`src/rtl/uart_pkg.sv`:
```
// Shared UART definitions: FSM state encoding and parity helpers, common to TX and RX.
package uart_pkg;

  typedef enum logic [2:0] {
    ST_IDLE   = 3'd0,
    ST_START  = 3'd1,
    ST_DATA   = 3'd2,
    ST_PARITY = 3'd3,
    ST_STOP   = 3'd4
  } uart_state_e;

  localparam logic PAR_EVEN = 1'b0;
  localparam logic PAR_ODD  = 1'b1;

  // Parity over a zero-extended payload; odd parity inverts the XOR.
  function automatic logic calc_parity(input logic [15:0] data, input logic ptype);
    return (^data) ^ (ptype == PAR_ODD);
  endfunction

endpackage

```
`src/rtl/uart_sync_fifo.sv`:
```
// Single-clock FIFO with push/pop, full/empty flags and an occupancy count.
// Pushes while full and pops while empty are ignored.
module uart_sync_fifo #(
  parameter int WIDTH = 8,
  parameter int DEPTH = 4
) (
  input  logic                     clk_i,
  input  logic                     rst_ni,
  input  logic                     push_i,
  input  logic [WIDTH-1:0]         wdata_i,
  input  logic                     pop_i,
  output logic [WIDTH-1:0]         rdata_o,
  output logic                     full_o,
  output logic                     empty_o,
  output logic [$clog2(DEPTH):0]   count_o
);

  localparam int AW = $clog2(DEPTH);

  logic [WIDTH-1:0] mem_q [DEPTH];
  logic [AW-1:0]    wr_ptr_q, rd_ptr_q;
  logic [AW:0]      count_q;
  logic             do_push, do_pop;

  assign full_o  = (count_q == (AW+1)'(DEPTH));
  assign empty_o = (count_q == '0);
  assign count_o = count_q;
  assign rdata_o = mem_q[rd_ptr_q];

  assign do_push = push_i & ~full_o;
  assign do_pop  = pop_i & ~empty_o;

  // Storage array; contents need no reset since the pointers define validity.
  always_ff @(posedge clk_i) begin
    if (do_push) mem_q[wr_ptr_q] <= wdata_i;
  end

  // Pointers wrap naturally because DEPTH is a power of two.
  always_ff @(posedge clk_i or negedge rst_ni) begin
    if (!rst_ni) begin
      wr_ptr_q <= '0;
      rd_ptr_q <= '0;
      count_q  <= '0;
    end else begin
      if (do_push) wr_ptr_q <= wr_ptr_q + AW'(1);
      if (do_pop)  rd_ptr_q <= rd_ptr_q + AW'(1);
      case ({do_push, do_pop})
        2'b10:   count_q <= count_q + (AW+1)'(1);
        2'b01:   count_q <= count_q - (AW+1)'(1);
        default: count_q <= count_q;
      endcase
    end
  end

endmodule

```
`src/rtl/uart_tx_buffered.sv`:
```
// Buffered UART transmitter: input FIFO, prescaled bit timer, frame FSM and
// registered serial output. Frame settings are latched when a word is popped.
module uart_tx_buffered
  import uart_pkg::*;
#(
  parameter int DATA_WIDTH = 8,
  parameter int FIFO_DEPTH = 4,
  parameter int PRESCALE_W = 8
) (
  input  logic                          CLK,
  input  logic                          RST,
  input  logic [DATA_WIDTH-1:0]         TX_IN_P,
  input  logic                          TX_IN_V,
  output logic                          TX_IN_R,
  input  logic [PRESCALE_W-1:0]         Prescale,
  input  logic                          parity_enable,
  input  logic                          parity_type,
  input  logic                          two_stop,
  output logic                          TX_OUT_S,
  output logic                          TX_OUT_V,
  output logic [$clog2(FIFO_DEPTH):0]   fifo_count
);

  localparam int BW = (DATA_WIDTH > 1) ? $clog2(DATA_WIDTH) : 1;

  logic [DATA_WIDTH-1:0] fifo_rdata;
  logic                  fifo_full, fifo_empty, fifo_pop;

  uart_state_e           state_q, state_d;
  logic [PRESCALE_W-1:0] timer_q, timer_d;
  logic [PRESCALE_W-1:0] presc_q, presc_d;
  logic [BW-1:0]         bit_idx_q, bit_idx_d;
  logic [DATA_WIDTH-1:0] shreg_q, shreg_d;
  logic                  par_q, par_d;
  logic                  pe_q, pe_d;
  logic                  two_stop_q, two_stop_d;
  logic                  stop_idx_q, stop_idx_d;
  logic                  tx_q, tx_d;
  logic                  busy_q, busy_d;
  logic                  bit_end, start_frame;

  uart_sync_fifo #(
    .WIDTH (DATA_WIDTH),
    .DEPTH (FIFO_DEPTH)
  ) u_fifo (
    .clk_i   (CLK),
    .rst_ni  (RST),
    .push_i  (TX_IN_V),
    .wdata_i (TX_IN_P),
    .pop_i   (fifo_pop),
    .rdata_o (fifo_rdata),
    .full_o  (fifo_full),
    .empty_o (fifo_empty),
    .count_o (fifo_count)
  );

  assign TX_IN_R  = ~fifo_full;
  assign TX_OUT_S = tx_q;
  assign TX_OUT_V = busy_q;
  assign bit_end  = (timer_q == presc_q - PRESCALE_W'(1));
  assign fifo_pop = start_frame;

  // Frame FSM, bit timer and shift register; a new frame starts from IDLE or
  // directly out of the last stop-bit cycle so back-to-back frames have no gap.
  always_comb begin
    state_d     = state_q;
    presc_d     = presc_q;
    bit_idx_d   = bit_idx_q;
    shreg_d     = shreg_q;
    par_d       = par_q;
    pe_d        = pe_q;
    two_stop_d  = two_stop_q;
    stop_idx_d  = stop_idx_q;
    start_frame = 1'b0;
    timer_d     = (state_q == ST_IDLE || bit_end) ? '0 : timer_q + PRESCALE_W'(1);

    case (state_q)
      ST_IDLE: start_frame = ~fifo_empty;
      ST_START: begin
        if (bit_end) begin
          state_d   = ST_DATA;
          bit_idx_d = '0;
        end
      end
      ST_DATA: begin
        if (bit_end) begin
          shreg_d = shreg_q >> 1;
          if (bit_idx_q == BW'(DATA_WIDTH-1)) begin
            state_d    = pe_q ? ST_PARITY : ST_STOP;
            stop_idx_d = 1'b0;
          end else begin
            bit_idx_d = bit_idx_q + BW'(1);
          end
        end
      end
      ST_PARITY: begin
        if (bit_end) begin
          state_d    = ST_STOP;
          stop_idx_d = 1'b0;
        end
      end
      ST_STOP: begin
        if (bit_end) begin
          if (stop_idx_q == two_stop_q) begin
            if (!fifo_empty) start_frame = 1'b1;
            else             state_d     = ST_IDLE;
          end else begin
            stop_idx_d = 1'b1;
          end
        end
      end
      default: state_d = ST_IDLE;
    endcase

    if (start_frame) begin
      state_d    = ST_START;
      shreg_d    = fifo_rdata;
      presc_d    = (Prescale == '0) ? PRESCALE_W'(1) : Prescale;
      pe_d       = parity_enable;
      par_d      = calc_parity(16'(fifo_rdata), parity_type);
      two_stop_d = two_stop;
      bit_idx_d  = '0;
      stop_idx_d = 1'b0;
    end
  end

  // Line level and busy flag for the current state, registered one cycle later.
  always_comb begin
    tx_d   = 1'b1;
    busy_d = (state_q != ST_IDLE);
    case (state_q)
      ST_START:  tx_d = 1'b0;
      ST_DATA:   tx_d = shreg_q[0];
      ST_PARITY: tx_d = par_q;
      default:   tx_d = 1'b1;
    endcase
  end

  // State and output registers; reset forces an idle-high line immediately.
  always_ff @(posedge CLK or negedge RST) begin
    if (!RST) begin
      state_q    <= ST_IDLE;
      timer_q    <= '0;
      presc_q    <= PRESCALE_W'(1);
      bit_idx_q  <= '0;
      shreg_q    <= '0;
      par_q      <= 1'b0;
      pe_q       <= 1'b0;
      two_stop_q <= 1'b0;
      stop_idx_q <= 1'b0;
      tx_q       <= 1'b1;
      busy_q     <= 1'b0;
    end else begin
      state_q    <= state_d;
      timer_q    <= timer_d;
      presc_q    <= presc_d;
      bit_idx_q  <= bit_idx_d;
      shreg_q    <= shreg_d;
      par_q      <= par_d;
      pe_q       <= pe_d;
      two_stop_q <= two_stop_d;
      stop_idx_q <= stop_idx_d;
      tx_q       <= tx_d;
      busy_q     <= busy_d;
    end
  end

endmodule
```
`config.mk`:
```
export PLATFORM = sky130hd
export DESIGN_NAME = uart_tx_buffered
export DESIGN_NICKNAME = d
export VERILOG_FILES = /design/src/rtl/uart_pkg.sv /design/src/rtl/uart_sync_fifo.sv /design/src/rtl/uart_tx_buffered.sv
export SDC_FILE = /design/constraint.sdc
export NUM_CORES = 1
export LEC_CHECK = 0
export CORE_MARGIN = 2
export CORE_UTILIZATION = 55
export DETAILED_ROUTE_END_ITERATION = 10
export PLACE_DENSITY = 0.76
export SYNTH_ARGS = -nofsm -noshare
export SYNTH_HDL_FRONTEND = slang
export SYNTH_HIERARCHICAL = 1
export SYNTH_SLANG_ARGS = --single-unit
```
`constraint.sdc`:
```
create_clock -name CLK -period 4.9 [get_ports CLK]
set_clock_uncertainty 0.1 [all_clocks]
set_input_delay 0.735 -clock CLK [delete_from_list [all_inputs] [get_ports CLK]]
set_output_delay 0.735 -clock CLK [all_outputs]
set_load 0.01 [all_outputs]
```
==> results of run 1 <==
-- where the power goes --
| part | switching, W | total, W | internal, W |
|---|---|---|---|
| Sequential | 0.000232 | 0.00110 | 0.000869 |
| Clock | 0.000260 | 0.000510 | 0.000250 |
| Combinational | 0.000405 | 0.000951 | 0.000546 |
-- worst min path at each step --
stage / end / cells past startpoint
after global placement: par_q / 1
final: par_q / 1
after detailed placement: par_q / 1
after global routing: par_q / 1
after floorplan: TX_OUT_V / 0
after CTS: par_q / 1
-- state kept, by name, summed over array words and instances (netlist names), 2 cells and up --
signal           flops
bit_idx_q            3
u_fifo/count_o       3
presc_q              8
shreg_q              8
state_q              3
u_fifo/wr_ptr_q      2
u_fifo/mem_q        32
u_fifo/rd_ptr_q      2
timer_q              8
-- metrics by stage --
stage                     instance area [um^2]  hold slack [ps]    util
after detailed placement                  4054            407.9  0.6067
after global placement                    4054            403.2  0.6067
after floorplan                           3732            339.4       -
after CTS                                 4268            427.6  0.6388
final                                     4268            423.7  0.6388
after global routing                      4268            434.5  0.6388
-- placed cells by master (no fill, tap or decap), drive strengths merged, types with 2 or more instances in the layout --
cell type and instances:
clkbuf 9, xnor2 15, or2 2, or3 2, clkdlybuf4s50 26, a311oi 2, a21oi 9, mux2i 5
or4 2, o31a 2, and2 5, edfxtp 32, dfrtp 41, o21ai 2, nand3 6, inv 20
nand2 9, o31ai 2, nor3b 2, a21boi 3, xor2 13, nand2b 7, mux4 8, mux2 25
a31oi 2, ha 9, buf 2, nor3 7, nor4 2, and3 3, dfstp 2, nor2b 3
nor2 18
-- area by class of cell --
class                   instances  area (um^2)  share of cell area
inverters                      15        56.30             0.01319
well taps                      80        100.1             0.02345
flip-flops and latches         75         2039              0.4779
clock buffers                   9        123.9             0.02902
repair buffers                 28        272.8             0.06391
multi-input cells             179         1585              0.3714
clock inverters                 7        90.09             0.02111
-- metal layers --
metal	global-route usage	share of wire	wire, um	vias up
li1	-	-	-	1067
met1	0.2561	0.45	2966	1095
met2	0.2993	0.49	3242	55
met3	0.03048	0.037	244	10
met4	0.09375	0.021	141	0
met5	0	0	0	-
-- cell families (layout without fill, tap and decap cells) --
family | after synthesis | count (layout) | synth area share
multiplexers | 38 | 38 | 0.1522
AND/OR/NAND/NOR | 72 | 72 | 0.1103
flip-flops | 75 | 75 | 0.5464
XOR/XNOR | 28 | 28 | 0.06571
buffers and inverters | 25 | 59 | 0.02883
AO/OA/AOI/OAI | 31 | 31 | 0.06101
adder cells (fa/ha/maj) | 10 | 10 | 0.03554
-- worst reg2reg max path, stage by stage, from the launching register on --
cell and delay (ps):
dfstp_2 390, inv_1 70, ha_1 240, or4b_2 630, a2111oi_0 460, o211ai_2 310, o21ai_1 260, nand2_1 90
inv_1 60, o31a_2 160, ha_1 180, inv_1 70, fa_1 380, xor2_1 150, nor2_1 110, xor2_1 150
==> results.toml, run 1 <==
[run_status]
outcome = "finished clean"

[worst_setup_path]
critPathKind = "reg -> reg"
cp_common_cell = "inv_1"
r2r-end = "u_fifo/count_o[2]"
startpoint = "presc_q[0]"
worstPathCellList = "inv_1, ha_1, or4b_2, a2111oi_0, o211ai_2, o21ai_1, nand2_1, inv_1, o31a_2, ha_1, inv_1, fa_1, xor2_1, nor2_1, xor2_1"
worstRegToRegCells = 15
worst_ep_required_time_ps = 5070
r2r_slack_ps = 1010
worstPathArrival_ps = 4060
crit_end = "u_fifo/count_o[2]"
worst_setup_path_end_kind = "flip-flop"
startpoint_type = "flip-flop"
path_buf_inv = 3
path_max_fanout = 14
cp_top_family = "compound AO/OA/AOI/OAI gates"
critPathMaxStageDelay_ps = 630
crit-reg2reg-launch = "presc_q[0]"
cp_slowest_cell = "or4b_2"
worst-path-stages = 15

[logic_synthesis]
synth_top_area_cell = "dfrtp_1"
ys_top_cells_by_count = "41 x dfrtp_1, 32 x edfxtp_1, 18 x nor2_1"
synthDistinctLibCells = 55
ys_warn_count = 6
ys_ff_latch = 75
synth_area_per_cell_um2 = 13.38
netlist_area_um2 = 3732
synth_top_area_share = 0.2749
synth-edff-count = 32
synth_ff_type = "dfrtp_1"
syn_inst = 279
ys_async_sr_fraction = 0.5733
yosysSeqAreaShare = 0.5464
synth_area_leaders = "dfrtp_1 27%, edfxtp_1 26%, mux2_4 6.0%, mux4_2 4.8%, xnor2_1 3.5%"
syn_nets = 311
post-synth-top-count-cell = "dfrtp_1"

[timing]
period_minus_slack_ps = 3892
timing.final.hold_violations = 0
rsz0062_at_grt = "no"
setup_tns_ps = 0
worst_slack_ps = 1008
worst_pin_slew_ps = 940.2
max_slew_margin = 0.3732
setup_viol = 0
fmax_mhz = 256.9
slew_violations = 0
finalCritPeriodShare = 0.7943

[pwr]
irDropWorstVdd_mv = 0.2939
power.total_w = 0.002563
p_per_area_nw_per_um2 = 600.4
p_leak_nw = 1.768

[floorplan]
coreArea_um2 = 6681
ios = 28
rows = 30
die_h_um = 86.38
start_util = 0.5586
die-area_um2 = 7461
die_x_um = 86.38

[placed_design]
dp_hpwl_um = 4528
pre_cts_slack_ps = 1019
place_congestion = 0.8606
placed_cells = 377
port_buffers = 27

[detailed_routing]
dr.pass1.iters = 4
wl_um = 6594
wl_per_cell_um = 16.78
via_per_inst = 5.667
drc = 0
first_iter_violations = 98
ant_nets = 0
vias = 2227

[clock_tree]
clk_pin_slew_worst_paths_ps = 90
cts_tree = "yes"
postCtsSetupRepairBufs = 0
numCtsBuffers = 9
clock_latency_ps = 340
cts_hold_buf = 0
cts_resized = 0
h-tree-depth = 3
clock_path_buffers = 2
clock-sinks = 75
cts_root_buf = "clkbuf_8"

[final_layout]
n_fill_cell = 502
diodes = 0
fin_cells = 393
synthToLayoutAreaGrowth_pct = 14.35
layout-drive-gt1-share = 0.2173
nets = 340

[run]
cap_violations = 0

[grt]
grt_usage = 0.1895
grt_pass1_wl_um = 10700
gr-total-overflow = 0
grt_max_degree = 44
antenna_found_initial = 0
grt_pass1_vias = 2204

[hold_path]
min_path_type = "reg -> reg"
min_from = "par_q"
(Power assumes the default switching activity.)
==> run 2: changes to the inputs <==
CORE_UTILIZATION = 53   (was 55)
clock period = 3.4 ns   (was 4.9 ns; I/O delays follow)
==> results.toml, run 2 (synthesis results as in run 1) <==
[grt]
use_met3 = 0.04147
antenna_found_initial = 0
use_met1 = 0.2588
top_usage_layer = "met2"
grt_pass1_vias = 2293
grt_pass1_wl_um = 10990
grt_usage = 0.1917
gr-total-overflow = 0
use_met2 = 0.3051
grt_max_degree = 44

[worst_setup_path]
worst_ep_required_time_ps = 3560
r2r-end = "u_fifo/count_o[2]"
path_max_fanout = 3
crit-reg2reg-launch = "presc_q[0]"
worst_setup_path_end_kind = "flip-flop"
worstRegToRegCells = 14
worstPathArrival_ps = 3560
startpoint_type = "flip-flop"
r2r_slack_ps = 0.6
critPathKind = "reg -> reg"

[clock_tree]
cts_root_buf = "clkbuf_8"
clock_path_buffers = 2
h-tree-depth = 3
clock-sinks = 75
cts_hold_buf = 0
clk_pin_slew_worst_paths_ps = 80
clock_latency_ps = 340
numCtsBuffers = 9
cts_tree = "yes"

[run]
cap_violations = 0

[pwr]
p_leak_nw = 1.848
irDropWorstVdd_mv = 0.4179
p_per_area_nw_per_um2 = 870.2

[final_layout]
top_register = "u_fifo/mem_q"
postLayoutCellArea_um2 = 4467
diodes = 0
layout-drive-gt1-share = 0.2661
final_common_cell = "dfrtp_1"
synthToLayoutAreaGrowth_pct = 19.68
layout_common_cells = "41 x dfrtp_1, 32 x edfxtp_1, 26 x clkdlybuf4s50_1, 18 x nor2_1"
largest_register_ffs = 32
n_fill_cell = 506
nets = 354

[detailed_routing]
ant_nets = 0
wl_per_cell_um = 15.87
wl_um = 6712
vias = 2279
drc = 0
dr.pass1.iters = 5
first_iter_violations = 109
via_per_inst = 5.388

[floorplan]
die_x_um = 87.92
die_h_um = 87.92
start_util = 0.5494
die-area_um2 = 7729
coreArea_um2 = 6794
ios = 28
rows = 30

[timing]
holdWs_ps = 202.6
worst_slack_ps = 0.5611
worst_pin_slew_ps = 964.6
setup_viol = 0
timing.final.hold_violations = 0
finalCritPeriodShare = 0.9998
period_minus_slack_ps = 3399
fmax_mhz = 294.2
max_slew_margin = 0.3570
rsz0062_at_grt = "yes"
slew_violations = 0

[placed_design]
port_buffers = 27
dp_hpwl_um = 4674
place_area_um2 = 4200
pre_cts_slack_ps = -21.67
place_congestion = 0.8121

[run_status]
outcome = "finished clean"

[hold_path]
min_path_type = "in -> async"
## run 2: cell count changes in the layout (fill, tap and decap cells not counted), moves of 2 or more
cell	before	now
buf_4	1	14
inv_8	3	0
inv_1	15	13
inv_2	0	2
## run 2: layer usage
metal,wire length [um],up-vias,part of all wire
li1,-,1088,-
met1,3040,1131,0.45
met2,3300,51,0.49
met3,284,9,0.042
met4,85,0,0.013
met5,0,-,0
## run 2: per-stage QoR
step	std cells	power [W]	TNS (ps)	util
2_1_floorplan	279	0.002663	-91.23	-
3_5_place_dp	404	0.003114	-21.67	0.6182
6_report	423	0.003887	0	0.6575
4_1_cts	420	0.003891	0	0.6510
5_1_grt	423	0.004136	-133.5	0.6575
3_3_place_gp	404	0.003043	0	0.6182
## run 2: where the power goes
part	switching (W)	leakage [nW]	internal, W
Combinational	0.000706	0.925	0.000881
Sequential	0.000284	0.811	0.00125
Clock	0.000340	0.112	0.000423
## run 2: how the worst max path moves through the flow
stage	start	end	slack, ps
2_1_floorplan	presc_q[2]	u_fifo/count_o[2]	-90
3_3_place_gp	presc_q[1]	u_fifo/count_o[2]	40
3_5_place_dp	presc_q[1]	u_fifo/count_o[2]	-20
4_1_cts	presc_q[1]	u_fifo/count_o[2]	1
5_1_grt	presc_q[0]	u_fifo/count_o[2]	-130
6_report	presc_q[0]	u_fifo/count_o[2]	0.6
## run 2: worst max-delay path, cell delays in order, from the launching register on
cell,delay [ps]
dfstp_2,380
or4_4,540
or4_4,430
a311oi_2,280
o211ai_2,150
o21ai_1,200
nand2_1,110
inv_2,60
o31a_4,150
ha_4,130
inv_2,30
fa_2,340
xor2_1,160
nor2_1,100
xor2_1,150
## run 2: layout make-up
type / instances / area [um^2] / area share
clock buffers: 10 / 127.6 / 0.02857
clock inverters: 6 / 95.09 / 0.02129
inverters: 15 / 56.30 / 0.01261
multi-input cells: 179 / 1638 / 0.3667
flip-flops and latches: 75 / 2039 / 0.4566
well taps: 96 / 120.1 / 0.02689
repair buffers: 42 / 390.4 / 0.08739
## run 2: what timing repair did
action / 4_1_cts / 5_1_grt
pin swaps: 2 / 5
gates resized for setup: 0 / 3
endpoints found under the setup margin: 1 / 9
cloned: 0 / 0
setup buffers: 0 / 3
==> run 3: changes to the inputs <==
CORE_UTILIZATION = 48   (was 53)
PLACE_DENSITY = 0.7   (was 0.76)
==> results.toml, run 3 (synthesis results as in run 1) <==
[run_status]
outcome = "finished clean"

[detailed_routing]
dr.pass1.iters = 5
vias = 2283
via_per_inst = 5.297
ant_nets = 0
first_iter_violations = 113
drc = 0
wl_per_cell_um = 15.65
wl_um = 6743

[worst_setup_path]
critPathMaxStageDelay_ps = 520
r2r_slack_ps = 4
path_buf_inv = 2
crit-reg2reg-launch = "presc_q[1]"
worstRegToRegCells = 14
worstPathCellList = "or4_4, or4_4, a311oi_2, o211ai_2, o21ai_2, nand2_2, inv_2, o31a_4, ha_4, inv_2, fa_2, xor2_1, nor2_1, xor2_1"
r2r-end = "u_fifo/count_o[2]"
path_max_fanout = 3
cp_top_family = "simple AND/OR/NAND/NOR gates"
startpoint_type = "flip-flop"
cp_slowest_cell = "or4_4"
worst_setup_path_end_kind = "flip-flop"
critPathKind = "reg -> reg"
worstPathArrival_ps = 3570
worst_ep_required_time_ps = 3570

[timing]
slew_violations = 0
finalCritPeriodShare = 0.9988
worst_slack_ps = 4.144
max_slew_margin = 0.3593
rsz0062_at_grt = "yes"
worst_pin_slew_ps = 961.0
period_minus_slack_ps = 3396
fmax_mhz = 294.5
timing.final.hold_violations = 0
holdWs_ps = 194.1
setup_viol = 0

[final_layout]
fin_cells = 431
postLayoutCellArea_um2 = 4487
layout-drive-gt1-share = 0.2766
synthToLayoutAreaGrowth_pct = 20.21
top_register = "u_fifo/mem_q"
nets = 356
largest_register_ffs = 32
layout_common_cells = "41 x dfrtp_1, 32 x edfxtp_1, 26 x clkdlybuf4s50_1, 18 x nor2_1, 16 x buf_4"
final_common_cell = "dfrtp_1"
diodes = 0

[grt]
grt_pass1_vias = 2355
antenna_found_initial = 0
gr-total-overflow = 0
grt_pass1_wl_um = 11280
grt_usage = 0.1733
grt_max_degree = 44

[hold_path]
min_path_type = "in -> async"

[pwr]
irDropWorstVdd_mv = 0.4803
p_per_area_nw_per_um2 = 859.0
p_leak_nw = 1.853

[placed_design]
dp_hpwl_um = 4549
place_congestion = 0.7555
place_area_um2 = 4208
port_buffers = 27
pre_cts_slack_ps = -64.55
placed_cells = 410

[clock_tree]
clock_latency_ps = 350
cts_hold_buf = 0
h-tree-depth = 3
cts_root_buf = "clkbuf_8"
clock_path_buffers = 2
clk_pin_slew_worst_paths_ps = 90
clock-sinks = 75
cts_tree = "yes"
numCtsBuffers = 9

[floorplan]
die_h_um = 92.18
start_util = 0.4881
coreArea_um2 = 7647
die_x_um = 92.18
die-area_um2 = 8497
ios = 28
rows = 32

[run]
cap_violations = 0
[run 3: cell count changes in the layout (fill, tap and decap cells not counted)]
| cell | previous run | this run |
|---|---|---|
| buf_4 | 14 | 16 |
| inv_6 | 3 | 1 |
| inv_8 | 0 | 2 |
| bufinv_16 | 2 | 1 |
| clkbuf_1 | 1 | 0 |
| clkinv_4 | 1 | 2 |
| clkinv_8 | 0 | 1 |
| nand2_1 | 9 | 8 |
| nand2_2 | 0 | 1 |
| o21ai_1 | 1 | 0 |
| o21ai_2 | 0 | 1 |
| o31ai_1 | 1 | 2 |
| o31ai_2 | 1 | 0 |
[run 3: power breakdown]
part           internal, W  switching (W)  leakage [nW]  total (W)
registers          0.00125       0.000281         0.811    0.00153
logic             0.000887       0.000697         0.932    0.00158
clock network     0.000360       0.000376         0.111   0.000737
[run 3: what timing repair did]
action	in CTS	in global routing
pin swaps	3	0
buffers inserted	5	0
setup endpoints to repair	1	21
resized for setup	0	4
[run 3: worst max-delay path by stage]
stage | startpoint | endpoint | slack, ps | depth (start not counted)
floorplan | presc_q[2] | u_fifo/count_o[2] | -90 | 15
global placement | presc_q[1] | u_fifo/count_o[2] | 50 | 14
detailed placement | presc_q[1] | u_fifo/count_o[2] | -60 | 14
CTS | presc_q[1] | u_fifo/count_o[2] | 5 | 14
global route | presc_q[1] | u_fifo/count_o[2] | -160 | 14
finish | presc_q[1] | u_fifo/count_o[2] | 4 | 14
[run 3: per-layer routing]
layer,global-route usage,wire [um]
met1,0.2278,3087
met5,0,0
met2,0.2825,3307
met4,0.05224,76
met3,0.04766,272
[run 3: per-stage QoR]
| step | TNS (ps) | total power (W) | utilization |
|---|---|---|---|
| after floorplan | -91.23 | 0.002663 | - |
| after global placement | 0 | 0.003046 | 0.5502 |
| after detailed placement | -64.55 | 0.003087 | 0.5502 |
| after CTS | 0 | 0.003868 | 0.5838 |
| after global routing | -160.8 | 0.004118 | 0.5867 |
| final | 0 | 0.003854 | 0.5867 |
[run 3: worst reg2reg max path, delay by kind of cell, from the launching register on]
kind | cells | cell delay [ps]
AO/OA/AOI/OAI | 4 | 730
XOR/XNOR | 2 | 360
adder cells (fa/ha/maj) | 2 | 480
buffers and inverters | 2 | 100
flip-flops | 1 | 400
AND/OR/NAND/NOR | 4 | 1160
[run 3: area by class of cell]
cell class                      count  area (um^2)
Clock buffer                        9        123.9
Fill cell                         626         3161
Tap cell                          102        127.6
Sequential cell                    75         2039
Inverter                           15        56.30
Clock inverter                      7        95.09
Timing Repair Buffer               44        405.4
Multi-Input combinational cell    179         1639
